### src/rtl/fetch_pkg.sv
// Shared definitions for the fetch sequencer: FSM state encoding, opcode field
// position and parameter defaults.
package fetch_pkg;

  typedef enum logic [2:0] {
    S_RST   = 3'd0,
    S_REQ   = 3'd1,
    S_LOAD  = 3'd2,
    S_ISSUE = 3'd3,
    S_HALT  = 3'd4
  } fetch_state_t;

  localparam int OPCODE_MSB = 15;
  localparam int OPCODE_LSB = 12;

  localparam logic [15:0] DEF_RESET_VECTOR   = 16'h0000;
  localparam logic [15:0] DEF_PC_STEP        = 16'h0001;
  localparam logic [3:0]  DEF_HALT_OPCODE    = 4'hF;
  localparam int          DEF_TIMEOUT_CYCLES = 16;

  function automatic logic [3:0] opcode_of(input logic [15:0] instr);
    return instr[OPCODE_MSB:OPCODE_LSB];
  endfunction

endpackage

### src/rtl/fetch_ctrl_if.sv
// Instruction bus between the fetch sequencer (master) and instruction memory
// (slave): single outstanding read with req/ack handshake.
interface fetch_ctrl_if;
  logic        imem_req;
  logic [15:0] imem_addr;
  logic [15:0] imem_rdata;
  logic        imem_ack;

  modport master (
    output imem_req,
    output imem_addr,
    input  imem_rdata,
    input  imem_ack
  );

  modport slave (
    input  imem_req,
    input  imem_addr,
    output imem_rdata,
    output imem_ack
  );
endinterface

### src/rtl/fetch_timeout_cnt.sv
// Bus wait counter for the fetch sequencer; flags the cycle on which the
// TIMEOUT_CYCLES-th unacknowledged request cycle completes.
module fetch_timeout_cnt
  import fetch_pkg::*;
#(
  parameter int TIMEOUT_CYCLES = DEF_TIMEOUT_CYCLES
) (
  input  logic clk,
  input  logic rst_n,
  input  logic clr,
  input  logic inc,
  output logic expired
);

  localparam logic [15:0] LAST = 16'(TIMEOUT_CYCLES - 1);

  logic [15:0] cnt;

  always_ff @(posedge clk or negedge rst_n) begin
    if (!rst_n) begin
      cnt <= '0;
    end else if (clr) begin
      cnt <= '0;
    end else if (inc) begin
      cnt <= cnt + 16'd1;
    end
  end

  // Fires together with the final waiting cycle so the FSM leaves S_REQ on that edge.
  assign expired = inc & (cnt == LAST);

endmodule

### src/rtl/fetch_ctrl.sv
// Fetch sequencer driving the IR/PC stage of the 16-bit RISC datapath.
// Optional bus timeout enabled by defining FETCH_TIMEOUT_EN.
module fetch_ctrl
  import fetch_pkg::*;
#(
  parameter logic [15:0] RESET_VECTOR   = DEF_RESET_VECTOR,
  parameter logic [15:0] PC_STEP        = DEF_PC_STEP,
  parameter logic [3:0]  HALT_OPCODE    = DEF_HALT_OPCODE,
  parameter int          TIMEOUT_CYCLES = DEF_TIMEOUT_CYCLES
) (
  input  logic          clk,
  input  logic          rst_n,
  input  logic [15:0]   pc,
  fetch_ctrl_if.master  bus,
  output logic [15:0]   instr_in,
  output logic          instr_wr,
  output logic [15:0]   pc_in,
  output logic          pc_wr1,
  output logic          ir_valid,
  input  logic          ir_ready,
  input  logic          stall,
  input  logic          br_taken,
  input  logic [15:0]   br_target,
  output logic          halted,
  output logic          fetch_err
);

  fetch_state_t state;
  logic         accept;
  logic         is_halt;
  logic         timeout_hit;

  assign accept  = (state == S_ISSUE) & ir_ready & ~stall;
  assign is_halt = (opcode_of(instr_in) == HALT_OPCODE);

`ifdef FETCH_TIMEOUT_EN
  logic err_q;

  fetch_timeout_cnt #(
    .TIMEOUT_CYCLES (TIMEOUT_CYCLES)
  ) u_timeout (
    .clk     (clk),
    .rst_n   (rst_n),
    .clr     (state != S_REQ),
    .inc     ((state == S_REQ) & ~bus.imem_ack),
    .expired (timeout_hit)
  );

  assign fetch_err = err_q;
`else
  logic unused_timeout;
  assign unused_timeout = (TIMEOUT_CYCLES != 0);
  assign timeout_hit    = 1'b0;
  assign fetch_err      = 1'b0;
`endif

  always_ff @(posedge clk or negedge rst_n) begin
    if (!rst_n) begin
      state    <= S_RST;
      instr_in <= '0;
      halted   <= 1'b0;
`ifdef FETCH_TIMEOUT_EN
      err_q    <= 1'b0;
`endif
    end else begin
      case (state)
        S_RST: state <= S_REQ;
        S_REQ: begin
          if (bus.imem_ack) begin
            instr_in <= bus.imem_rdata;
            state    <= S_LOAD;
          end else if (timeout_hit) begin
            state <= S_HALT;
`ifdef FETCH_TIMEOUT_EN
            err_q <= 1'b1;
`endif
          end
        end
        S_LOAD: state <= S_ISSUE;
        S_ISSUE: begin
          // HALT wins over a branch presented in the same accept cycle.
          if (accept) begin
            if (is_halt) begin
              state  <= S_HALT;
              halted <= 1'b1;
            end else begin
              state <= S_REQ;
            end
          end
        end
        S_HALT:  state <= S_HALT;
        default: state <= S_RST;
      endcase
    end
  end

  // S_RST is also the state held during reset, so its PC strobe waits for release.
  always_comb begin
    pc_wr1 = 1'b0;
    pc_in  = '0;
    case (state)
      S_RST: begin
        pc_wr1 = rst_n;
        pc_in  = RESET_VECTOR;
      end
      S_LOAD: begin
        pc_wr1 = 1'b1;
        pc_in  = pc + PC_STEP;
      end
      S_ISSUE: begin
        if (accept & br_taken & ~is_halt) begin
          pc_wr1 = 1'b1;
          pc_in  = br_target;
        end
      end
      default: begin
        pc_wr1 = 1'b0;
        pc_in  = '0;
      end
    endcase
  end

  assign instr_wr      = (state == S_LOAD);
  assign ir_valid      = (state == S_ISSUE);
  assign bus.imem_req  = (state == S_REQ);
  assign bus.imem_addr = (state == S_REQ) ? pc : 16'h0000;

endmodule

### src/flat_wrapper.sv
// flat-port wrapper written by rule: the top's interface ports become plain ports
module fetch_ctrl_flat import fetch_pkg::*;
#(
  parameter logic [15:0] RESET_VECTOR   = DEF_RESET_VECTOR,
  parameter logic [15:0] PC_STEP        = DEF_PC_STEP,
  parameter logic [3:0]  HALT_OPCODE    = DEF_HALT_OPCODE,
  parameter int          TIMEOUT_CYCLES = DEF_TIMEOUT_CYCLES
)
  (clk, rst_n, pc, instr_in, instr_wr, pc_in, pc_wr1, ir_valid, ir_ready, stall, br_taken, br_target, halted, fetch_err, bus_imem_req, bus_imem_addr, bus_imem_rdata, bus_imem_ack);
  fetch_ctrl_if bus_i ();
  input  logic clk;
  input  logic rst_n;
  input  logic [15:0] pc;
  output logic [15:0] instr_in;
  output logic instr_wr;
  output logic [15:0] pc_in;
  output logic pc_wr1;
  output logic ir_valid;
  input  logic ir_ready;
  input  logic stall;
  input  logic br_taken;
  input  logic [15:0] br_target;
  output logic halted;
  output logic fetch_err;
  output wire logic [$bits(bus_i.imem_req)-1:0] bus_imem_req;
  output wire logic [$bits(bus_i.imem_addr)-1:0] bus_imem_addr;
  input wire logic [$bits(bus_i.imem_rdata)-1:0] bus_imem_rdata;
  input wire logic [$bits(bus_i.imem_ack)-1:0] bus_imem_ack;
  assign bus_imem_req = bus_i.imem_req;
  assign bus_imem_addr = bus_i.imem_addr;
  assign bus_i.imem_rdata = bus_imem_rdata;
  assign bus_i.imem_ack = bus_imem_ack;
  fetch_ctrl #(.RESET_VECTOR(RESET_VECTOR), .PC_STEP(PC_STEP), .HALT_OPCODE(HALT_OPCODE), .TIMEOUT_CYCLES(TIMEOUT_CYCLES)) u_core (.clk(clk), .rst_n(rst_n), .pc(pc), .bus(bus_i), .instr_in(instr_in), .instr_wr(instr_wr), .pc_in(pc_in), .pc_wr1(pc_wr1), .ir_valid(ir_valid), .ir_ready(ir_ready), .stall(stall), .br_taken(br_taken), .br_target(br_target), .halted(halted), .fetch_err(fetch_err));
endmodule
### config.mk
export PLATFORM = sky130hd
export DESIGN_NAME = fetch_ctrl_flat
export DESIGN_NICKNAME = d
export VERILOG_FILES = /design/src/rtl/fetch_pkg.sv /design/src/rtl/fetch_ctrl_if.sv /design/src/rtl/fetch_timeout_cnt.sv /design/src/rtl/fetch_ctrl.sv /design/src/flat_wrapper.sv
export SDC_FILE = /design/constraint.sdc
export NUM_CORES = 1
export LEC_CHECK = 0
export BUFFER_PORTS_ARGS = -buffer_cell sky130_fd_sc_hd__buf_2
export CAP_MARGIN = 25
export CORE_MARGIN = 5
export CORE_UTILIZATION = 40
export CTS_CLUSTER_SIZE = 20
export DETAILED_ROUTE_END_ITERATION = 12
export GPL_TIMING_DRIVEN = 0
export HOLD_SLACK_MARGIN = 0.02
export PLACE_DENSITY = 0.79
export SYNTH_ARGS = -nofsm -noshare
export SYNTH_HDL_FRONTEND = slang
export SYNTH_SLANG_ARGS = --single-unit
### constraint.sdc
create_clock -name clk -period 2.6 [get_ports clk]
set_clock_uncertainty 0.1 [all_clocks]
set_input_delay 0.39 -clock clk [delete_from_list [all_inputs] [get_ports clk]]
set_output_delay 0.39 -clock clk [all_outputs]
set_load 0.01 [all_outputs]
# ---- Word level (Yosys, flattened, before mapping)
# Index checks and enable logic that the tools add are counted.
dict set report word_totals {
  word_cells 30
  ff_bits 20
  output_inout_bits 54
  input_bits 54
}
dict set report classes {
  n_addsub 1
  n_reduce_logical 4
  mux 9
  bitwise_logic 6
  eq_ne 7
}
# op count
set ops {}
lappend ops {{$mux W16} 2}
lappend ops {{$pmux W16 S2} 1}
lappend ops {{$add A16 B1 Y16 const B} 1}
lappend ops {{$pmux W3 S5} 1}
lappend ops {{$mux W3} 3}
lappend ops {{$eq A3 B2 Y1 const B} 2}
lappend ops {{$and A1 B1 Y1} 4}
lappend ops {{$eq A4 B4 Y1 const B} 1}
lappend ops {{$ne A2 B1 Y1 const B} 2}
lappend ops {{$reduce_and A2 Y1} 2}
lappend ops {{$eq A3 B1 Y1 const B} 1}
lappend ops {{$eq A3 B3 Y1 const B} 1}
lappend ops {{$logic_not A3 Y1} 1}
lappend ops {{$pmux W1 S3} 1}
lappend ops {{$reduce_and A3 Y1} 1}
lappend ops {{$not A1 Y1} 2}
lappend ops {{$mux W1} 1}

# ---- Logic depth before layout (Yosys ltp)
dict set report logic_depth {
  depth_word 7
  ltp_mapped 7
  ltp_nobuf 5
}

# ---- Worst setup path after synthesis
# Ideal clock, no wire load.
dict set report synth_path {
  kind {flip-flop to output port}
  from {register u_core.state[1]}
  to {output port pc_in[2]}
  path_stages_with_launch 8
  t_arrival_ns 1.345
  required_ns 2.110
  slack_ns 0.765
  path_cell_list {dfrtp_1 buf_2 inv_1 nor2_2 and4_1 buf_6 buf_6 a22o_1}
}
dict set report synth_via {
  elab_chain_cells 7
}
# item line_no
set synth_rtl {}
lappend synth_rtl {{from (decl)} fetch_ctrl.sv:28} ;# fetch_state_t state;
lappend synth_rtl {{from (signal assigned)} fetch_ctrl.sv:59} ;# state <= S_RST;
lappend synth_rtl {{from (signal assigned)} fetch_ctrl.sv:67} ;# S_RST: state <= S_REQ;
lappend synth_rtl {{from (signal assigned)} fetch_ctrl.sv:71} ;# state <= S_LOAD;
lappend synth_rtl {{$eq A3 B2 Y1 *} n/a}
lappend synth_rtl {{via ir_valid} flat_wrapper.sv:18} ;# output logic ir_valid;
lappend synth_rtl {{$and A1 B1 Y1 (2 in a row)} fetch_ctrl.sv:33} ;# assign accept = (state == S_ISSUE) & ir_ready & ~stall;
lappend synth_rtl {{$and A1 B1 Y1 (2 in a row)} fetch_ctrl.sv:111} ;# if (accept & br_taken & ~is_halt) begin
lappend synth_rtl {{$mux W16} fetch_ctrl.sv:111}
lappend synth_rtl {{$pmux W16 S2 *} fetch_ctrl.sv:101} ;# case (state)
lappend synth_rtl {{to (decl)} flat_wrapper.sv:16} ;# output logic [15:0] pc_in;
# Mark *: on every way through the listed nets, which the timed path passes. The rest lies on a longest branch.

# ---- Worst setup path after layout
dict set report layout_path {
  from {register u_core.state[2]}
  to {output port bus_imem_addr[5]}
}
dict set report layout_via {
  elab_chain_cells 2
}
# item line_no
set layout_rtl {}
lappend layout_rtl {{$eq A3 B1 Y1} fetch_ctrl.sv:126} ;# assign bus.imem_addr = (state == S_REQ) ? pc : 16'h0000;
lappend layout_rtl {{$mux W16} fetch_ctrl.sv:126}
lappend layout_rtl {{to (decl)} flat_wrapper.sv:26} ;# output wire logic [$bits(bus_i.imem_addr)-1:0] bus_imem_addr;
# No other way between the ends.

==> reports/metrics.cfg <==
[outcome]
status = completed

[critical_path]
worst_setup_path_end_kind = output port
cp_data_arrival_time_ps = 1890
cp_data_required_time_ps = 2110
cp_max_fo = 10
path_class = register to output port
cp-start-kind = register

[final_layout]
layout_common_cells = buf_2 (107), dfrtp_1 (20), mux2_2 (16)
diodes = 0
layout-drive-gt1-share = 0.5480
layout_commonest_cell = buf_2
fill_cells = 334
area_growth_pct = 44.75
fin_nets = 306

[floorplanning]
die_area_mm2 = 0.004802
die-height_um = 69.30
core_mm2 = 0.003363
start_util = 0.4182
num_rows = 21
die_w_um = 69.30
io_pins = 108

[cts]
cts_buffers = 3
clk_latency_ps = 300
cts-resized-gates = 0
clockBufferDepth = 2
post_cts_buffers = 0
cts_root_buf = clkbuf_4
clk_pin_slew_ps = 120
clock_sinks = 20
tritoncts = built
htreeDepth = 1

[timing]
layout_min_cycle_time_ps = 2381
maxSlewViolCount = 0
fmax_ghz = 0.4199
hold_viol = 0
fin_tns_setup_ps = 0
rsz0062_at_grt = no
period_share = 0.9160
worst_slack_ps = 218.5
setup_viol = 0

[logic_synthesis]
syn_inst = 140
synth_top_family_by_area = simple AND/OR/NAND/NOR gates
synth-compound-area-share = 0.1290
synth_xor_area_frac = 0.08719
synth_fa_ha_area_frac = 0.008897
syn_area_per_cell_um2 = 10.05
yosysUniqueCellTypes = 34
syn_area_mm2 = 0.001406
synth-seq-cells = 20
yosysSeqAreaShare = 0.3559
yosys_warnings = 0
synthMuxAreaShare = 0.1281
syn_nets = 195
synthSimpleGateAreaFrac = 0.2384

[pwr]
p_per_area_mw_per_mm2 = 860.3
combPwrFrac = 0.586
peakVddDrop_v = 0.0006300
clockPowerShare = 0.101
switching_share = 0.4039
seqPwrFrac = 0.313
finalPower_mw = 1.751
power_switching_mw = 0.7073
internal_power_mw = 1.044
p_leak_nw = 1.056

[run]
cap_violations = 0

[grt]
grt_pass1_wl_um = 6831
grt_max_degree = 22
grt_pass1_vias = 1557
grt_usage = 0.1683
overflow = 0
grt_antenna_before_repair = 0

[placement]
pre_cts_slack_ps = 413.9
io_buffers = 105
dp_hpwl_um = 3544
gp_congestion = 0.8556

[hold_path]
hold_path.class = input port to register

[route]
post-route-drc-count = 0
ant_nets = 0
vias = 1509
routed_wl_um = 4173
routedWlPerCell_um = 14.10
via_per_inst = 5.098
drtIter0Drc = 96
drtPass1Iterations = 4

==> registers in the layout, indices dropped and copies added, names as in the netlist <==
signal           cells
u_core.state         3
u_core.halted        1
u_core.instr_in     16
==> per-layer routing <==
metal / GRT usage / vias to the layer above / wire, µm
li1: - / 733 / -
met1: 0.1903 / 683 / 1636
met4: 0.04338 / 0 / 12
met5: 0 / - / 0
met2: 0.2892 / 91 / 1951
met3: 0.07246 / 2 / 573
==> power by group through the flow <==
stage                     sequential, mW  combinational [mW]  clock, mW
final                              0.548                1.03      0.176
after global routing               0.569                1.13      0.194
after CTS                          0.549                1.04      0.181
after detailed placement           0.551                1.04          0
after global placement             0.544                1.03          0
after floorplan                    0.613               0.542          0
==> kinds of logic (layout without fill, tap and decap cells) <==
family                     count (synthesis)  in the layout
muxes                                     16             16
buffers and inverters                     12            122
DFF                                       20             20
AOI/OAI and AO/OA                         23             23
other                                      1              1
adders and majority gates                  1              1
xor gates and xnor gates                  14             14
and+or+nand+nor                           53             53
==> worst max-delay path: stages (launching register included) <==
cell,delay (ps)
dfrtp_1,440
nand2b_4,200
nor2_1,340
clkbuf_1,320
and2_1,170
buf_2,120
==> what timing repair did <==
action	CTS	global route
hold endpoints to repair	20	0
setup endpoints to repair	0	0
hold buffers	1	0
==> layout make-up <==
type | instances | area (µm²) | area share
multi-input combinational | 108 | 835.8 | 0.4106
inverter | 4 | 15.01 | 0.007376
buffer | 8 | 55.05 | 0.02704
timing repair buffer | 106 | 535.5 | 0.2631
clock buffer | 4 | 36.28 | 0.01782
sequential | 20 | 500.5 | 0.2459
tap | 46 | 57.56 | 0.02827
==> synthesized netlist by cell type <==
master | count | area, µm²
a21o_1 | 1 | 7.510
a22o_2 | 1 | 10.01
buf_2 | 2 | 10.01
inv_1 | 4 | 15.01
clkbuf_1 | 2 | 7.510
or3b_2 | 1 | 8.760
nand2b_1 | 1 | 6.260
nor2_2 | 1 | 6.260
nand2b_4 | 1 | 13.76
a21oi_1 | 2 | 10.01
buf_4 | 2 | 15.01
o21bai_1 | 1 | 7.510
dfrtp_1 | 20 | 500.5
nor2b_1 | 1 | 6.260
nor2_1 | 3 | 11.26
nor4_1 | 4 | 25.02
nor3_1 | 2 | 10.01
ha_1 | 1 | 12.51
xor2_1 | 4 | 35.03
nand2_1 | 5 | 18.77
o21ai_0 | 3 | 15.01
a22o_1 | 11 | 96.34
mux2_2 | 16 | 180.2
o2bb2ai_1 | 4 | 35.03
conb_1 | 1 | 3.750
buf_6 | 2 | 22.52
xnor2_1 | 10 | 87.58
nor3_4 | 1 | 16.27
and3_1 | 1 | 6.260
nand4_1 | 7 | 43.79
and4_1 | 3 | 26.28
and2_1 | 15 | 93.84
nand4_2 | 1 | 12.51
nand3_1 | 6 | 30.03
==> stage by stage <==
stage | hold slack (ps) | area [µm²] | instances | util
after floorplan | -5.591 | 1406 | 140 | -
after global placement | 258.4 | 1989 | 291 | 0.5915
after detailed placement | 262.3 | 1989 | 291 | 0.5915
after CTS | 209.7 | 2036 | 296 | 0.6053
after global routing | 205.1 | 2036 | 296 | 0.6053
final | 213.6 | 2036 | 296 | 0.6053
==> worst paths after layout <==
check	start	endpoint	slack, ps	cells past startpoint
max reg2reg	u_core.state[2]	u_core.instr_in[12]	830	4
min reg2reg	u_core.halted	u_core.halted	400	1
max	u_core.state[2]	bus_imem_addr[5]	220	5
max in group asynchronous	rst_n	u_core.instr_in[13]	1620	2
min in group asynchronous	rst_n	u_core.instr_in[6]	460	2
min	bus_imem_rdata[10]	u_core.instr_in[10]	210	2
(Power assumes the default switching activity.)
